File: src/rtl/riscv_pkg.sv
// Shared types for the load/writeback stage: load funct3 codes,
// FSM states, default widths and the load legality check.
package riscv_pkg;

  localparam int XLEN_DEF = 32;
  localparam int RA_W_DEF = 5;

  typedef enum logic [2:0] {
    F3_LB  = 3'b000,
    F3_LH  = 3'b001,
    F3_LW  = 3'b010,
    F3_LBU = 3'b100,
    F3_LHU = 3'b101
  } load_funct3_e;

  typedef enum logic [1:0] {
    S_IDLE = 2'd0,
    S_REQ  = 2'd1,
    S_WB   = 2'd2
  } wb_state_e;

  // High for an unknown funct3 or an access not aligned to its size.
  function automatic logic ld_bad(
    input logic [2:0] f3,
    input logic [1:0] lo
  );
    logic bad;
    bad = 1'b1;
    unique case (f3)
      F3_LB, F3_LBU: bad = 1'b0;
      F3_LH, F3_LHU: bad = lo[0];
      F3_LW:         bad = |lo;
      default:       bad = 1'b1;
    endcase
    return bad;
  endfunction

endpackage

File: src/rtl/load_writeback_if.sv
// Bus bundle for load_writeback: load request, data-memory read,
// ALU writeback and register-file write port. slave = the stage.
interface load_writeback_if
  import riscv_pkg::*;
#(
  parameter int XLEN = XLEN_DEF,
  parameter int RA_W = RA_W_DEF
) ();

  logic            ld_valid;
  logic            ld_ready;
  logic [XLEN-1:0] ld_addr;
  logic [2:0]      ld_funct3;
  logic [RA_W-1:0] ld_rd;
  logic            ld_fault;

  logic            mem_req;
  logic [XLEN-1:0] mem_addr;
  logic            mem_ack;
  logic [XLEN-1:0] mem_rdata;

  logic            alu_wb_valid;
  logic            alu_ready;
  logic [RA_W-1:0] alu_rd;
  logic [XLEN-1:0] alu_data;

  logic [RA_W-1:0] write_reg;
  logic [XLEN-1:0] write_data;
  logic            reg_write;

  modport slave (
    input  ld_valid, ld_addr, ld_funct3, ld_rd,
    input  mem_ack, mem_rdata,
    input  alu_wb_valid, alu_rd, alu_data,
    output ld_ready, ld_fault,
    output mem_req, mem_addr,
    output alu_ready,
    output write_reg, write_data, reg_write
  );

  modport master (
    output ld_valid, ld_addr, ld_funct3, ld_rd,
    output mem_ack, mem_rdata,
    output alu_wb_valid, alu_rd, alu_data,
    input  ld_ready, ld_fault,
    input  mem_req, mem_addr,
    input  alu_ready,
    input  write_reg, write_data, reg_write
  );

endinterface

File: src/rtl/load_writeback_extend.sv
// load_extend: picks the addressed byte/halfword of a little-endian
// word and sign/zero-extends it. In: funct3, addr[1:0], rdata. Out: data.
module load_extend
  import riscv_pkg::*;
#(
  parameter int XLEN = XLEN_DEF
) (
  input  logic [2:0]      funct3_i,
  input  logic [1:0]      off_i,
  input  logic [XLEN-1:0] rdata_i,
  output logic [XLEN-1:0] data_o
);

  logic [7:0]  b;
  logic [15:0] h;

  always_comb begin
    b = rdata_i[7:0];
    unique case (off_i)
      2'd0: b = rdata_i[7:0];
      2'd1: b = rdata_i[15:8];
      2'd2: b = rdata_i[23:16];
      2'd3: b = rdata_i[31:24];
      default: b = rdata_i[7:0];
    endcase
  end

  assign h = off_i[1] ? rdata_i[31:16] : rdata_i[15:0];

  always_comb begin
    data_o = '0;
    unique case (funct3_i)
      F3_LB:   data_o = {{(XLEN-8){b[7]}}, b};
      F3_LBU:  data_o = {{(XLEN-8){1'b0}}, b};
      F3_LH:   data_o = {{(XLEN-16){h[15]}}, h};
      F3_LHU:  data_o = {{(XLEN-16){1'b0}}, h};
      F3_LW:   data_o = rdata_i;
      default: data_o = '0;
    endcase
  end

endmodule

File: src/rtl/load_writeback.sv
// Writeback stage: runs loads over a mem req/ack handshake and merges
// ALU results into the single register-file write port (clk, rst_n, bus).
module load_writeback
  import riscv_pkg::*;
#(
  parameter int XLEN = XLEN_DEF,
  parameter int RA_W = RA_W_DEF
) (
  input  logic              clk,
  input  logic              rst_n,
  load_writeback_if.slave   bus
);

  wb_state_e       state_q, state_d;
  logic [1:0]      off_q, off_d;
  logic [2:0]      f3_q, f3_d;
  logic [RA_W-1:0] rd_q, rd_d;
  logic            req_q, req_d;
  logic [XLEN-1:0] maddr_q, maddr_d;
  logic            fault_q, fault_d;
  logic            wen_q, wen_d;
  logic [RA_W-1:0] wreg_q, wreg_d;
  logic [XLEN-1:0] wdata_q, wdata_d;
  logic            pend_q, pend_d;
  logic [RA_W-1:0] prd_q, prd_d;
  logic [XLEN-1:0] pdata_q, pdata_d;

  logic            ld_acc;
  logic            ld_done;
  logic            alu_acc;
  logic [XLEN-1:0] ext;

  load_extend #(.XLEN(XLEN)) u_ext (
    .funct3_i (f3_q),
    .off_i    (off_q),
    .rdata_i  (bus.mem_rdata),
    .data_o   (ext)
  );

  assign bus.ld_ready   = (state_q == S_IDLE);
  assign bus.alu_ready  = !pend_q;
  assign bus.mem_req    = req_q;
  assign bus.mem_addr   = maddr_q;
  assign bus.ld_fault   = fault_q;
  assign bus.reg_write  = wen_q;
  assign bus.write_reg  = wreg_q;
  assign bus.write_data = wdata_q;

  assign ld_acc  = bus.ld_valid && (state_q == S_IDLE);
  assign ld_done = (state_q == S_REQ) && bus.mem_ack;
  assign alu_acc = bus.alu_wb_valid && !pend_q;

  always_comb begin
    state_d = state_q;
    off_d   = off_q;
    f3_d    = f3_q;
    rd_d    = rd_q;
    req_d   = req_q;
    maddr_d = maddr_q;
    fault_d = 1'b0;
    wen_d   = 1'b0;
    wreg_d  = wreg_q;
    wdata_d = wdata_q;
    pend_d  = pend_q;
    prd_d   = prd_q;
    pdata_d = pdata_q;

    unique case (state_q)
      S_IDLE: begin
        if (ld_acc) begin
          if (ld_bad(bus.ld_funct3, bus.ld_addr[1:0])) begin
            fault_d = 1'b1;
          end else begin
            state_d = S_REQ;
            req_d   = 1'b1;
            maddr_d = {bus.ld_addr[XLEN-1:2], 2'b00};
            off_d   = bus.ld_addr[1:0];
            f3_d    = bus.ld_funct3;
            rd_d    = bus.ld_rd;
          end
        end
      end
      S_REQ: begin
        if (bus.mem_ack) begin
          state_d = S_WB;
          req_d   = 1'b0;
        end
      end
      S_WB:    state_d = S_IDLE;
      default: state_d = S_IDLE;
    endcase

    // One write per cycle: load result, then parked ALU entry,
    // then a freshly accepted ALU result.
    if (ld_done) begin
      wen_d   = (rd_q != '0);
      wreg_d  = rd_q;
      wdata_d = ext;
      if (alu_acc) begin
        pend_d  = 1'b1;
        prd_d   = bus.alu_rd;
        pdata_d = bus.alu_data;
      end
    end else if (pend_q) begin
      wen_d   = (prd_q != '0);
      wreg_d  = prd_q;
      wdata_d = pdata_q;
      pend_d  = 1'b0;
    end else if (alu_acc) begin
      wen_d   = (bus.alu_rd != '0);
      wreg_d  = bus.alu_rd;
      wdata_d = bus.alu_data;
    end
  end

  always_ff @(posedge clk or negedge rst_n) begin
    if (!rst_n) begin
      state_q <= S_IDLE;
      off_q   <= '0;
      f3_q    <= '0;
      rd_q    <= '0;
      req_q   <= 1'b0;
      maddr_q <= '0;
      fault_q <= 1'b0;
      wen_q   <= 1'b0;
      wreg_q  <= '0;
      wdata_q <= '0;
      pend_q  <= 1'b0;
      prd_q   <= '0;
      pdata_q <= '0;
    end else begin
      state_q <= state_d;
      off_q   <= off_d;
      f3_q    <= f3_d;
      rd_q    <= rd_d;
      req_q   <= req_d;
      maddr_q <= maddr_d;
      fault_q <= fault_d;
      wen_q   <= wen_d;
      wreg_q  <= wreg_d;
      wdata_q <= wdata_d;
      pend_q  <= pend_d;
      prd_q   <= prd_d;
      pdata_q <= pdata_d;
    end
  end

endmodule
File: src/flat_wrapper.sv
// flat-port wrapper written by rule: the top's interface ports become plain ports
module load_writeback_flat import riscv_pkg::*;
#(
  parameter int XLEN = XLEN_DEF,
  parameter int RA_W = RA_W_DEF
)
  (clk, rst_n, bus_ld_valid, bus_ld_addr, bus_ld_funct3, bus_ld_rd, bus_mem_ack, bus_mem_rdata, bus_alu_wb_valid, bus_alu_rd, bus_alu_data, bus_ld_ready, bus_ld_fault, bus_mem_req, bus_mem_addr, bus_alu_ready, bus_write_reg, bus_write_data, bus_reg_write);
  load_writeback_if #(.XLEN(XLEN), .RA_W(RA_W)) bus_i ();
  input  logic clk;
  input  logic rst_n;
  input wire logic [$bits(bus_i.ld_valid)-1:0] bus_ld_valid;
  input wire logic [$bits(bus_i.ld_addr)-1:0] bus_ld_addr;
  input wire logic [$bits(bus_i.ld_funct3)-1:0] bus_ld_funct3;
  input wire logic [$bits(bus_i.ld_rd)-1:0] bus_ld_rd;
  input wire logic [$bits(bus_i.mem_ack)-1:0] bus_mem_ack;
  input wire logic [$bits(bus_i.mem_rdata)-1:0] bus_mem_rdata;
  input wire logic [$bits(bus_i.alu_wb_valid)-1:0] bus_alu_wb_valid;
  input wire logic [$bits(bus_i.alu_rd)-1:0] bus_alu_rd;
  input wire logic [$bits(bus_i.alu_data)-1:0] bus_alu_data;
  output wire logic [$bits(bus_i.ld_ready)-1:0] bus_ld_ready;
  output wire logic [$bits(bus_i.ld_fault)-1:0] bus_ld_fault;
  output wire logic [$bits(bus_i.mem_req)-1:0] bus_mem_req;
  output wire logic [$bits(bus_i.mem_addr)-1:0] bus_mem_addr;
  output wire logic [$bits(bus_i.alu_ready)-1:0] bus_alu_ready;
  output wire logic [$bits(bus_i.write_reg)-1:0] bus_write_reg;
  output wire logic [$bits(bus_i.write_data)-1:0] bus_write_data;
  output wire logic [$bits(bus_i.reg_write)-1:0] bus_reg_write;
  assign bus_i.ld_valid = bus_ld_valid;
  assign bus_i.ld_addr = bus_ld_addr;
  assign bus_i.ld_funct3 = bus_ld_funct3;
  assign bus_i.ld_rd = bus_ld_rd;
  assign bus_i.mem_ack = bus_mem_ack;
  assign bus_i.mem_rdata = bus_mem_rdata;
  assign bus_i.alu_wb_valid = bus_alu_wb_valid;
  assign bus_i.alu_rd = bus_alu_rd;
  assign bus_i.alu_data = bus_alu_data;
  assign bus_ld_ready = bus_i.ld_ready;
  assign bus_ld_fault = bus_i.ld_fault;
  assign bus_mem_req = bus_i.mem_req;
  assign bus_mem_addr = bus_i.mem_addr;
  assign bus_alu_ready = bus_i.alu_ready;
  assign bus_write_reg = bus_i.write_reg;
  assign bus_write_data = bus_i.write_data;
  assign bus_reg_write = bus_i.reg_write;
  load_writeback #(.XLEN(XLEN), .RA_W(RA_W)) u_core (.clk(clk), .rst_n(rst_n), .bus(bus_i));
endmodule
File: config.mk
export PLATFORM = sky130hd
export DESIGN_NAME = load_writeback_flat
export DESIGN_NICKNAME = d
export VERILOG_FILES = /design/src/rtl/riscv_pkg.sv /design/src/rtl/load_writeback_if.sv /design/src/rtl/load_writeback_extend.sv /design/src/rtl/load_writeback.sv /design/src/flat_wrapper.sv
export SDC_FILE = /design/constraint.sdc
export NUM_CORES = 1
export LEC_CHECK = 0
export CORE_ASPECT_RATIO = 1.25
export CORE_MARGIN = 4
export CORE_UTILIZATION = 45
export CTS_CLUSTER_DIAMETER = 80
export DETAILED_ROUTE_END_ITERATION = 8
export GPL_TIMING_DRIVEN = 0
export PLACE_DENSITY = 0.78
export SLEW_MARGIN = 20
export SYNTH_ARGS = -nofsm -noshare
export SYNTH_HDL_FRONTEND = slang
export SYNTH_SLANG_ARGS = --single-unit
File: constraint.sdc
create_clock -name clk -period 3.1 [get_ports clk]
set_clock_uncertainty 0.2 [all_clocks]
set_input_delay 0.62 -clock clk [delete_from_list [all_inputs] [get_ports clk]]
set_output_delay 0.62 -clock clk [all_outputs]
set_load 0.02 [all_outputs]
==> summary.md <==
| Metric | Value |
|---|---|
| Sequential share of power | 0.371 |
| Io pins | 188 |
| Hold Fails Final Rpt | 0 |
| Synth top cells by count | dfrtp_1 (120), mux2_1 (78), nor2_1 (54) |
| NetSw | 2.13 mW |
| Pwr per Cell Area | 771 nW/um^2 |
| Flops & latches, synth | 120 |
| Port bufs | 184 |
| Worst path slowest cell | clkdlybuf4s50_1 |
| Die width | 110 um |
| Netlist cell types | 45 |
| Crit path time final | 2.88 ns |
| Final Total Pwr | 6.57 mW |
| # diodes | 0 |
| Drc violations | 0 |
| Post-DP HPWL | 13.7 mm |
| Worst hold-check path type | flop to flop |
| DR pass1 iterations | 5 |
| Req. time, crit path | 2.28 ns |
| Type of origin of the critical path | flop |
| Row cnt | 46 |
| Status | finished clean |
| CTS Buf Count | 17 |
| Ys flop type | dfrtp_1 |
| Final std cell area, no fill | 8520 um^2 |
| Total wire length | 18.0 mm |
| Die area | 14900 um^2 |
| Period utilization | 0.930 |
| Initial DRC Count | 317 |
| RSZ-0062 raised after global routing | no |
| Layout cells sized above 1 | 0.0983 |
| All-Layer GR Usage | 0.249 |
| Vias | 5057 |
| Setup-failing EPs final | 0 |
| Worst vdd ir | 0.405 mV |
| Leakage power | 3.61 nW |
| Ys Warns | 0 |
| Worst path top cell family by delay | buffers and inverters |
| Cell taking the most area after synthesis | dfrtp_1 |
| Fmax | 347 MHz |
| Final nets | 823 |
| Post-synth top area share | 0.514 |
| CTS tree | built |
| Worst path bufs/invs | 3 |
| Rel. slew slack | 0.601 |
| Core footprint | 12700 um^2 |
| Die Height | 135 um |
| Number of flops mapped to enable cells by yosys | 0 |
| WL per Instance | 20.3 um |
| Worst-path maximum fanout | 12 |
| CP peak stage delay | 0.68 ns |
| Synth-to-Final Area Change | 45.8% |
| Antenna-violating nets left | 0 |
| Clk buf depth | 2 |
| H-tree depth | 4 |
| Antenna violations before repair | 0 |
| Number of fill cells | 971 |
| First-pass GRT wire length | 28.1 mm |
| Async SR Flop Fraction | 1.00 |
| Root buf cell | clkbuf_16 |
| Clk sinks | 120 |
| CP cell instances | clkinvlp_4 -> clkbuf_1 -> clkdlybuf4s50_1 |
| Syn Inst Count | 504 |
| Clock power frac | 0.296 |
| Vias in the first global route | 5400 |
| Final WS setup | 0.218 ns |
| Critical path class | flop to output pin |
| Post-Syn Area | 5840 um^2 |
| Pre-CTS worst setup slack | 0.347 ns |
| Most common cell in the synthesized netlist | dfrtp_1 |
| Post-Place Cell Area | 7930 um^2 |
| Sequential fraction of the synthesis area | 0.514 |
| Clock transition at path regs | 0.05 ns |
| Comb pwr share | 0.333 |
| Final RePlAce weighted congestion | 0.923 |
| Syn avg cell area | 11.6 um^2 |
| Insertion delay to the later sink of the worst-skew pair | 0.41 ns |
| Cells taking the most area after synthesis | dfrtp_1 (51%), mux2_1 (15%), nor2_1 (3.5%) |
| Worst EP arrival | 2.06 ns |
| Slew Limit Fails | 0 |
| Worst-margin pin slew | 0.598 ns |
| Setup Fix Bufs, Post-CTS | 0 |
| Avg Vias per Cell | 5.68 |
| Max-cap violations | 0 |
| Largest net degree at the start of global routing | 84 |
| Starting Density | 0.459 |
| Internal power | 4.44 mW |
| Crit path capture type | output pin |
| GRT overflow | 0 |
| Net Sw Frac | 0.324 |
power groups by stage:
stage / clock network [mW] / logic (mW) / registers, mW
finish: 1.94 / 2.18 / 2.44
global route: 2.04 / 2.35 / 2.50
CTS: 1.96 / 2.20 / 2.43
detailed placement: 0 / 2.19 / 2.46
global placement: 0 / 2.12 / 2.42
floorplan: 0 / 0.907 / 2.69
layout make-up:
class | instances | area, um^2 | area share
flip-flops and latches | 120 | 3000 | 0.352
clock inverters | 12 | 126 | 0.0148
plain buffers | 38 | 198 | 0.0232
multi-input cells | 342 | 2630 | 0.308
inverters | 4 | 18.8 | 0.00220
repair buffers | 186 | 1880 | 0.221
clock buffers | 20 | 457 | 0.0536
well taps | 168 | 210 | 0.0247
worst paths after layout:
check / startpoint / to / slack (ns) / cells past startpoint
min in group asynchronous: rst_n / u_core.pdata_q[21] / 0.48 / 2
setup reg to reg: u_core.state_q[1] / u_core.pdata_q[13] / 1.10 / 5
hold / removal: u_core.bus.write_reg[1] / u_core.bus.write_reg[1] / 0.28 / 2
hold reg to reg: u_core.bus.write_reg[1] / u_core.bus.write_reg[1] / 0.28 / 2
max in group asynchronous: rst_n / u_core.bus.write_data[12] / 1.49 / 3
setup / recovery: u_core.pend_q / bus_alu_ready / 0.22 / 3
worst reg2reg max path, cell delays in order (launching register included):
cell and delay, ns:
dfrtp_1 0.39, nand3b_4 0.24, inv_2 0.15, nand3_2 0.24
buf_2 0.32, mux2_1 0.36
cells by family (layout without fill, tap and decap cells):
logic type | after synthesis | in the layout | share of synthesized area
AO/OA/AOI/OAI | 145 | 145 | 0.176
flip-flops | 120 | 120 | 0.514
multiplexers | 99 | 99 | 0.191
AND/OR/NAND/NOR | 96 | 96 | 0.0816
buffers and inverters | 43 | 260 | 0.0370
other | 1 | 2 | 0.000642
through the flow:
step | setup TNS, ns | utilization | cells | hold WS (ns)
after detailed placement | 0 | 0.623 | 858 | 0.264
after CTS | 0 | 0.670 | 890 | 0.277
after floorplan | 0 | - | 505 | 0.124
final | 0 | 0.670 | 890 | 0.275
after global routing | 0 | 0.670 | 890 | 0.300
after global placement | -396.60 | 0.621 | 857 | 0.264
layer usage:
| metal | routed length (um) | vias to the layer above | track usage |
|---|---|---|---|
| met3 | 1680 | 43 | 0.0820 |
| li1 | - | 2269 | - |
| met1 | 6810 | 2499 | 0.296 |
| met5 | 0 | - | 0 |
| met4 | 704 | 0 | 0.114 |
| met2 | 8850 | 246 | 0.407 |
cells in the final DEF (no fill, tap or decap), types with 17 or more instances in the layout:
cell,count
nor2_1,54
mux2_1,78
mux2i_1,18
a21oi_1,32
buf_2,17
a22o_1,17
clkbuf_16,17
dfrtp_1,120
nand2_1,21
clkdlybuf4s50_1,183
what timing repair did:
action / 4_1_cts / 5_1_grt
hold buffers: 1 / 0
endpoints found under the hold margin: 37 / 0
resized for setup: 0 / 1
setup endpoints to repair: 1 / 1
No activity file was read; power rests on OpenSTA's default activity.
